==> config.mk <==
export PLATFORM = sky130hd
export DESIGN_NAME = seg_mux_display_flat
export DESIGN_NICKNAME = d
export VERILOG_FILES = /design/src/rtl/seg_mux_display_if.sv /design/src/rtl/seg_mux_display.sv /design/src/flat_wrapper.sv
export SDC_FILE = /design/constraint.sdc
export NUM_CORES = 1
export LEC_CHECK = 0
export BUFFER_PORTS_ARGS = -buffer_cell sky130_fd_sc_hd__buf_2
export CAP_MARGIN = 25
export CORE_MARGIN = 3
export CORE_UTILIZATION = 60
export DETAILED_ROUTE_END_ITERATION = 16
export PLACE_DENSITY_LB_ADDON = 0.1
export SLEW_MARGIN = 15
export SYNTH_ARGS = -nofsm -noshare
export SYNTH_HDL_FRONTEND = slang
export SYNTH_SLANG_ARGS = --single-unit
==> constraint.sdc <==
create_clock -name CLK -period 3.85 [get_ports CLK]
set_clock_uncertainty 0.1 [all_clocks]
set_input_delay 0.385 -clock CLK [delete_from_list [all_inputs] [get_ports CLK]]
set_output_delay 0.385 -clock CLK [all_outputs]
set_load 0.03 [all_outputs]
==> src/rtl/seg_mux_display_if.sv <==
// User-side bundle for the multiplexed 7-segment driver: nibble/dp/enable inputs
// plus the board-facing segment, digit-select and frame-pulse outputs.
interface seg_mux_display_if #(
  parameter int NUM_DIGITS = 4
);
  logic [4*NUM_DIGITS-1:0] D;
  logic [NUM_DIGITS-1:0]   DP;
  logic [NUM_DIGITS-1:0]   EN;
  logic                    LOAD;
  logic                    LZ;
  logic [7:0]              SEG;
  logic [NUM_DIGITS-1:0]   DIGIT;
  logic                    FRAME;

  modport master (output D, DP, EN, LOAD, LZ, input  SEG, DIGIT, FRAME);
  modport slave  (input  D, DP, EN, LOAD, LZ, output SEG, DIGIT, FRAME);
endinterface

==> src/rtl/seg_mux_display.sv <==
// N-digit common-anode 7-segment scanner: prescaled round-robin digit scan,
// frame-aligned double buffering, blank time and leading-zero suppression.
module seg_digit_lane (
  input  logic [3:0] nib,
  input  logic       dp,
  input  logic       lz,
  input  logic       zero_hi,
  output logic [7:0] seg
);
  logic [6:0] pat;

  always_comb begin
    pat = 7'h00;
    case (nib)
      4'h0: pat = 7'h3F;
      4'h1: pat = 7'h06;
      4'h2: pat = 7'h5B;
      4'h3: pat = 7'h4F;
      4'h4: pat = 7'h66;
      4'h5: pat = 7'h6D;
      4'h6: pat = 7'h7D;
      4'h7: pat = 7'h07;
      4'h8: pat = 7'h7F;
      4'h9: pat = 7'h6F;
      4'hA: pat = 7'h77;
      4'hB: pat = 7'h7C;
      4'hC: pat = 7'h39;
      4'hD: pat = 7'h5E;
      4'hE: pat = 7'h79;
      4'hF: pat = 7'h71;
      default: pat = 7'h00;
    endcase
  end

  // zero_hi means this nibble and every more-significant one are zero
  assign seg = {~dp, (lz && zero_hi) ? 7'h7F : ~pat};
endmodule

module seg_mux_display #(
  parameter int NUM_DIGITS   = 4,
  parameter int CLK_DIV      = 1000,
  parameter int BLANK_CYCLES = 50
) (
  input  logic             CLK,
  input  logic             RST,
  seg_mux_display_if.slave bus
);
  localparam int CW = (CLK_DIV > 1) ? $clog2(CLK_DIV) : 1;
  localparam int IW = (NUM_DIGITS > 1) ? $clog2(NUM_DIGITS) : 1;
  localparam logic [CW-1:0] CNT_MAX = CW'(CLK_DIV - 1);
  localparam logic [CW-1:0] BLANK   = CW'(BLANK_CYCLES);
  localparam logic [IW-1:0] IDX_MAX = IW'(NUM_DIGITS - 1);

  logic [CW-1:0]                 cnt;
  logic [IW-1:0]                 idx;
  logic [NUM_DIGITS-1:0][3:0]    disp_d, pend_d;
  logic [NUM_DIGITS-1:0]         disp_dp, pend_dp;
  logic                          pend_valid;
  logic                          slot_end, fb, active;
  logic [NUM_DIGITS:1]           zero_above;
  logic [NUM_DIGITS-1:0][7:0]    lane_seg;
  logic [NUM_DIGITS-1:0]         onehot, digit_nx;
  logic [7:0]                    seg_nx;
  logic [7:0]                    seg_q;
  logic [NUM_DIGITS-1:0]         digit_q;
  logic                          frame_q;

  assign slot_end = (cnt == CNT_MAX);
  assign fb       = slot_end && (idx == IDX_MAX);

  // zero_above[k]: displayed nibbles k..NUM_DIGITS-1 are all zero
  assign zero_above[NUM_DIGITS] = 1'b1;
  for (genvar k = 1; k < NUM_DIGITS; k++) begin : g_zero
    assign zero_above[k] = zero_above[k+1] && (disp_d[k] == 4'd0);
  end

  for (genvar k = 0; k < NUM_DIGITS; k++) begin : g_lane
    if (k == 0) begin : g_lsd
      seg_digit_lane u_lane (
        .nib(disp_d[k]), .dp(disp_dp[k]), .lz(bus.LZ),
        .zero_hi(1'b0), .seg(lane_seg[k])
      );
    end else begin : g_hi
      seg_digit_lane u_lane (
        .nib(disp_d[k]), .dp(disp_dp[k]), .lz(bus.LZ),
        .zero_hi(zero_above[k]), .seg(lane_seg[k])
      );
    end
  end

  always_comb begin
    onehot      = '0;
    onehot[idx] = 1'b1;
    active      = (cnt >= BLANK) && bus.EN[idx];
    digit_nx    = active ? ~onehot : '1;
    seg_nx      = active ? lane_seg[idx] : 8'hFF;
  end

  always_ff @(posedge CLK) begin
    if (RST) begin
      cnt        <= '0;
      idx        <= '0;
      disp_d     <= '0;
      disp_dp    <= '0;
      pend_d     <= '0;
      pend_dp    <= '0;
      pend_valid <= 1'b0;
      seg_q      <= 8'hFF;
      digit_q    <= '1;
      frame_q    <= 1'b0;
    end else begin
      cnt     <= slot_end ? '0 : cnt + 1'b1;
      if (slot_end) idx <= (idx == IDX_MAX) ? '0 : idx + 1'b1;
      frame_q <= fb;
      seg_q   <= seg_nx;
      digit_q <= digit_nx;
      // display only changes on the frame boundary; a LOAD landing there wins
      if (fb) begin
        pend_valid <= 1'b0;
        if (bus.LOAD) begin
          disp_d  <= bus.D;
          disp_dp <= bus.DP;
        end else if (pend_valid) begin
          disp_d  <= pend_d;
          disp_dp <= pend_dp;
        end
      end else if (bus.LOAD) begin
        pend_d     <= bus.D;
        pend_dp    <= bus.DP;
        pend_valid <= 1'b1;
      end
    end
  end

  assign bus.SEG   = seg_q;
  assign bus.DIGIT = digit_q;
  assign bus.FRAME = frame_q;
endmodule

==> src/flat_wrapper.sv <==
// flat-port wrapper written by rule: the top's interface ports become plain ports
module seg_mux_display_flat 
#(
  parameter int NUM_DIGITS   = 4,
  parameter int CLK_DIV      = 1000,
  parameter int BLANK_CYCLES = 50
)
  (CLK, RST, bus_D, bus_DP, bus_EN, bus_LOAD, bus_LZ, bus_SEG, bus_DIGIT, bus_FRAME);
  seg_mux_display_if #(.NUM_DIGITS(NUM_DIGITS)) bus_i ();
  input  logic CLK;
  input  logic RST;
  input wire logic [$bits(bus_i.D)-1:0] bus_D;
  input wire logic [$bits(bus_i.DP)-1:0] bus_DP;
  input wire logic [$bits(bus_i.EN)-1:0] bus_EN;
  input wire logic [$bits(bus_i.LOAD)-1:0] bus_LOAD;
  input wire logic [$bits(bus_i.LZ)-1:0] bus_LZ;
  output wire logic [$bits(bus_i.SEG)-1:0] bus_SEG;
  output wire logic [$bits(bus_i.DIGIT)-1:0] bus_DIGIT;
  output wire logic [$bits(bus_i.FRAME)-1:0] bus_FRAME;
  assign bus_i.D = bus_D;
  assign bus_i.DP = bus_DP;
  assign bus_i.EN = bus_EN;
  assign bus_i.LOAD = bus_LOAD;
  assign bus_i.LZ = bus_LZ;
  assign bus_SEG = bus_i.SEG;
  assign bus_DIGIT = bus_i.DIGIT;
  assign bus_FRAME = bus_i.FRAME;
  seg_mux_display #(.NUM_DIGITS(NUM_DIGITS), .CLK_DIV(CLK_DIV), .BLANK_CYCLES(BLANK_CYCLES)) u_core (.CLK(CLK), .RST(RST), .bus(bus_i));
endmodule
==> impl_metrics.ini, run 1 <==
[floorplanning]
die_w_um = 99.6
die_area_um2 = 9930
core_um2 = 8380
ios = 41
die_h_um = 99.6
num_rows = 33
initial_core_util_pct = 62.8

[timing]
slew_headroom_pct = 39.7
hold_viol_final = 0
fmax_ghz = 0.318
setup_tns_ns = 0
slew_viol_final = 0
tightest_slew_ns = 0.905
setup_violations = 0
period_minus_slack_ns = 3.15
rsz0062_at_grt = false
period_share_pct = 81.7
hold_slack_ns = 0.162
fin_ws_ns = 0.703

[placed_design]
dp_hpwl_um = 7910
pre_cts_slack_ns = 0.754
dpl_cell_area_um2 = 5500
portBuffers = 40
dp.cells = 679
gp_congestion = 0.944

[drt]
routedWlPerCell_um = 15.8
routed_via_density = 5.81
drtIter0Drc = 169
final_antenna_net_count = 0
finalWirelength_um = 11000
drcViolationCount = 0
vias = 4040
firstDrtPassIters = 7

[synth]
ys_types = 55
ys_seq_area_share_pct = 35.8
synth_cells = 553
ys_seq_elements = 94
yosys.area_share.simple_pct = 19.9
synthXorXnorAreaFrac_pct = 1.33
synth_compound_area_share_pct = 11.6
yosysWarnings = 0
synth.area.mux_share_pct = 17.5
syn_nets = 615
syn_area_per_cell_um2 = 9.51
synth_top_flop_cell = dfxtp_1
synth_top_family_by_area = simple AND/OR/NAND/NOR gates
yosys.area_share.adder_pct = 8.09
synth_edf_count = 0
async_flop_share_pct = 0
syn-cell-area_um2 = 5260

[worst_setup_path]
cp_slowest_cell = and4b_2
worstReg2RegEnd = u_core.g_lane[1].g_hi.u_lane.pat[6]
crit_type = register to register
crit_start = u_core.cnt[1]
ff2ff_path_depth = 8
crit_fanout = 26
cp_top_family = simple AND/OR/NAND/NOR gates
path_buf_inv = 1
cp_slowest_stage_delay_ns = 0.69
cp-end-kind = register
startpoint_type = register
cp_data_arrival_time_ns = 3.37
r2r-start = u_core.cnt[1]
r2r_slack_ns = 0.70
crit_path_cell_trace = ha_1, nor4bb_4, and4b_2, mux2i_1, inv_1, ha_1, mux2i_1, o21a_1
cp.required_ns = 4.07

[finish]
layout-drive-gt1-share_pct = 19.7
n_fill_cell = 709
postLayoutCoreUtil_pct = 67.9
syn_to_final_growth_pct = 8.25
antennaDiodeCount = 0
nNetsFinal = 647
stdcell_count = 695
fin_area_um2 = 5690

[clocking]
cts_tree = yes
cts_resized = 0
worstSkewPairLatency_ns = 0.38
holdBufCountCts = 0
clock-sinks = 94
clk_path_buf_depth = 2
clkTransAtPathRegs_ns = 0.11
htree_levels = 3
post_cts.repair.setup_buffers = 0
clockRootBuffer = clkbuf_8
cts-buffers-inserted = 9

[run_status]
status = finished clean

[power]
vdd_drop_max_mv = 0.234
cellPowerDensity_nw_per_um2 = 313
p_leak_nw = 2.42
power_mw = 1.78

[global_routing]
grt_max_degree = 55
antenna_found_initial = 0
grt_overflow = 0
grt_pass1_vias = 3850
grt_util_all_layers_pct = 23.3
grt_pass1_wl_um = 18500

[min_path]
hp-class = input port to register
hold_path.startpoint = bus_D[13]
whs_endpoint = u_core.pend_d[13]
whs_path_depth = 3

[job]
max_cap_violations = 0
synthesized netlist by cell type (8+ instances only):
library cell / instances / share of area [%]
dfxtp_1: 94 / 36
a21oi_1: 17 / 1.6
nor2b_1: 9 / 1.1
ha_1: 34 / 8.1
inv_1: 32 / 2.3
mux2i_1: 63 / 12
nor3_1: 13 / 1.2
clkbuf_1: 15 / 1.1
nand3b_1: 16 / 2.3
nor2_1: 74 / 5.3
or3b_2: 12 / 2.0
or2_2: 8 / 0.95
nand2b_1: 8 / 0.95
nand2_1: 28 / 2.0
state kept, by name (all words and copies together) (netlist names), 7 cells and up:
register	cells
u_core.g_lane.g_hi.u_lane.pat	21
u_core.disp_d	16
u_core.pend_d	16
u_core.cnt	10
u_core.bus.SEG	8
u_core.g_lane.g_lsd.u_lane.pat	7
layout by cell type (no fill, tap or decap), types with 11 or more instances in the layout:
cell type,Yosys,routed
nor3_1,13,13
nand3b_1,16,16
nand2_1,28,28
dfxtp_1,94,94
mux2i_1,63,63
a21oi_1,17,17
buf_2,7,40
ha_1,34,34
nor2_1,74,74
inv_1,32,32
buf_4,0,11
or3b_2,12,12
where the power goes:
group | leakage (nW) | total (mW) | internal, mW | switching (mW)
clock | 0.0981 | 0.653 | 0.256 | 0.398
combinational | 1.56 | 0.127 | 0.0558 | 0.0715
sequential | 0.764 | 0.999 | 0.988 | 0.0117
worst reg2reg max path, delay by kind of cell (launching register included):
kind / cells / cell delay (ns)
and+or+nand+nor: 2 / 0.91
muxes: 2 / 0.83
adders and majority gates: 2 / 0.51
DFF: 1 / 0.38
buffers and inverters: 1 / 0.20
AOI/OAI and AO/OA: 1 / 0.16
kinds of logic (layout without fill, tap and decap cells):
| group | after synthesis | in the layout |
|---|---|---|
| and+or+nand+nor | 194 | 194 |
| DFF | 94 | 94 |
| AOI/OAI and AO/OA | 79 | 79 |
| muxes | 79 | 79 |
| buffers and inverters | 65 | 102 |
| adders and majority gates | 34 | 34 |
| xor gates and xnor gates | 8 | 8 |
worst max path at each step:
stage          slack (ns)                              endpoint  cells after the start
4_1_cts              0.72   u_core.g_lane[3].g_hi.u_lane.pat[5]                      8
2_1_floorplan        1.20  u_core.g_lane[0].g_lsd.u_lane.pat[3]                     11
3_3_place_gp         0.91   u_core.g_lane[1].g_hi.u_lane.pat[5]                      8
6_report             0.70   u_core.g_lane[1].g_hi.u_lane.pat[6]                      8
3_5_place_dp         0.75   u_core.g_lane[3].g_hi.u_lane.pat[5]                      8
5_1_grt              0.45   u_core.g_lane[3].g_hi.u_lane.pat[5]                      8
metal layers:
| layer | share of wire, % | global-route usage (%) |
|---|---|---|
| met1 | 44 | 29.1 |
| met2 | 49 | 39.8 |
| met3 | 3.9 | 3.65 |
| met4 | 2.4 | 10.2 |
| met5 | 0 | 0 |
cell type report:
| type | count | area (um2) | area share [%] |
|---|---|---|---|
| clock buffer | 9 | 124 | 2.18 |
| timing repair buffer | 51 | 283 | 4.97 |
| clock inverter | 7 | 75.1 | 1.32 |
| inverter | 35 | 131 | 2.31 |
| multi-input combinational | 394 | 3070 | 53.9 |
| sequential | 94 | 1880 | 33.0 |
| tap | 105 | 131 | 2.31 |
No activity file was read; power rests on OpenSTA's default activity.
==> run 2, diff against run 1 <==
==> constraint.sdc (replaced) <==
create_clock -name CLK -period 3 [get_ports CLK]
set_clock_uncertainty 0.1 [all_clocks]
set_input_delay 0.3 -clock CLK [delete_from_list [all_inputs] [get_ports CLK]]
set_output_delay 0.3 -clock CLK [all_outputs]
set_load 0.03 [all_outputs]
==> impl_metrics.ini, run 2 (synthesized netlist as in run 1, its figures left out) <==
[clocking]
worstSkewPairLatency_ns = 0.36
clk_path_buf_depth = 2
htree_levels = 3
clock-sinks = 94
cts_tree = yes
cts-buffers-inserted = 9
cts_resized = 0
holdBufCountCts = 0
clkTransAtPathRegs_ns = 0.11
post_cts.repair.setup_buffers = 0
clockRootBuffer = clkbuf_8

[finish]
nNetsFinal = 654
antennaDiodeCount = 0
n_fill_cell = 686
final_cell_mix = dfxtp_1 (94), nor2_1 (74), mux2i_1 (63)
largest_reg_flops = 21
syn_to_final_growth_pct = 9.78
final_common_cell = dfxtp_1
layout-drive-gt1-share_pct = 20.6

[worst_setup_path]
ff2ff_path_depth = 9
critPathCapture = u_core.g_lane[1].g_hi.u_lane.pat[3]
crit_start = u_core.cnt[1]
crit_fanout = 10
worstReg2RegEnd = u_core.g_lane[1].g_hi.u_lane.pat[3]
r2r_slack_ns = 0.25
crit_type = register to register
cp.required_ns = 3.15
cp_data_arrival_time_ns = 2.90
r2r-start = u_core.cnt[1]
startpoint_type = register
cp-end-kind = register

[global_routing]
grt_pass1_vias = 3883
grt_pass1_wl_um = 18200
grt_max_degree = 48
grt_overflow = 0
antenna_found_initial = 0
grt_util_all_layers_pct = 22.7

[drt]
drcViolationCount = 0
routed_via_density = 5.75
routedWlPerCell_um = 15.5
drtIter0Drc = 169
finalWirelength_um = 10900
final_antenna_net_count = 0
firstDrtPassIters = 5
vias = 4035

[timing]
slew_headroom_pct = 46.8
setup_tns_ns = 0
hold_viol_final = 0
slew_viol_final = 0
fmax_ghz = 0.363
period_share_pct = 91.7
rsz0062_at_grt = false
tightest_slew_ns = 0.798
setup_violations = 0
period_minus_slack_ns = 2.75

[placed_design]
portBuffers = 40
gp_congestion = 0.920
dp_hpwl_um = 8120

[power]
cellPowerDensity_nw_per_um2 = 404
power_mw = 2.33
vdd_drop_max_mv = 0.303
p_leak_nw = 2.46

[floorplanning]
num_rows = 33
die_h_um = 99.6
die_w_um = 99.6
die_area_um2 = 9930
core_um2 = 8380
ios = 41
initial_core_util_pct = 62.8

[run_status]
status = finished clean

[min_path]
hp-class = input port to register

[job]
max_cap_violations = 0
==> run 2: cell types whose count changed in the layout (fill, tap and decap cells not counted), sizes merged <==
| cell | change |
|---|---|
| inv | +1 |
| clkinvlp | -1 |
| clkinv | -1 |
| bufinv | +1 |
| buf | +7 |
==> run 2: area by class of cell <==
type	count	area, um2	area share (%)
repair buffers	58	348	6.02
clock buffers	9	124	2.15
clock inverters	7	87.6	1.52
well taps	105	131	2.28
inverters	35	131	2.28
multi-input cells	394	3070	53.2
flip-flops and latches	94	1880	32.6
==> run 2: layer usage <==
metal / vias to the layer above / share of wire [%] / global-route usage (%)
li1: 2029 / - / -
met1: 1898 / 43 / 26.5
met2: 84 / 51 / 41.5
met3: 24 / 3.7 / 3.72
met4: 0 / 2.5 / 8.30
met5: - / 0 / 0
==> run 2: critical path, cell delays in order (launching register included) <==
cell       delay, ns
dfxtp_1         0.38
ha_1            0.22
nor4bb_4        0.25
and4b_4         0.38
buf_4           0.25
o21ai_0         0.20
or2_2           0.35
ha_1            0.28
mux2i_1         0.14
o2bb2ai_1       0.08
==> run 2: worst min-delay path by stage <==
stage / depth (start not counted) / slack (ns) / end / from
2_1_floorplan: 1 / 0.33 / u_core.cnt[0] / u_core.cnt[0]
3_3_place_gp: 1 / 0.34 / u_core.cnt[0] / u_core.cnt[0]
3_5_place_dp: 1 / 0.35 / u_core.cnt[0] / u_core.cnt[0]
4_1_cts: 3 / 0.07 / u_core.pend_dp[2] / bus_DP[2]
5_1_grt: 3 / 0.1 / u_core.pend_dp[3] / bus_DP[3]
6_report: 3 / 0.09 / u_core.pend_dp[2] / bus_DP[2]
==> run 2: stage by stage <==
| step | setup WS [ns] | instances | instance area (um2) | util, % | hold slack [ns] |
|---|---|---|---|---|---|
| 6_report | 0.248 | 702 | 5770 | 68.9 | 0.0859 |
| 3_3_place_gp | 0.341 | 686 | 5560 | 66.3 | 0.339 |
| 3_5_place_dp | 0.183 | 686 | 5560 | 66.3 | 0.350 |
| 2_1_floorplan | 0.346 | 553 | 5260 | - | 0.325 |
| 4_1_cts | 0.174 | 702 | 5770 | 68.9 | 0.0692 |
| 5_1_grt | 0.0276 | 702 | 5770 | 68.9 | 0.0966 |
==> run 2: where the power goes <==
| group | internal (mW) | switching [mW] |
|---|---|---|
| registers | 1.27 | 0.0153 |
| logic | 0.0740 | 0.0920 |
| clock network | 0.406 | 0.479 |
| total | 1.75 | 0.587 |
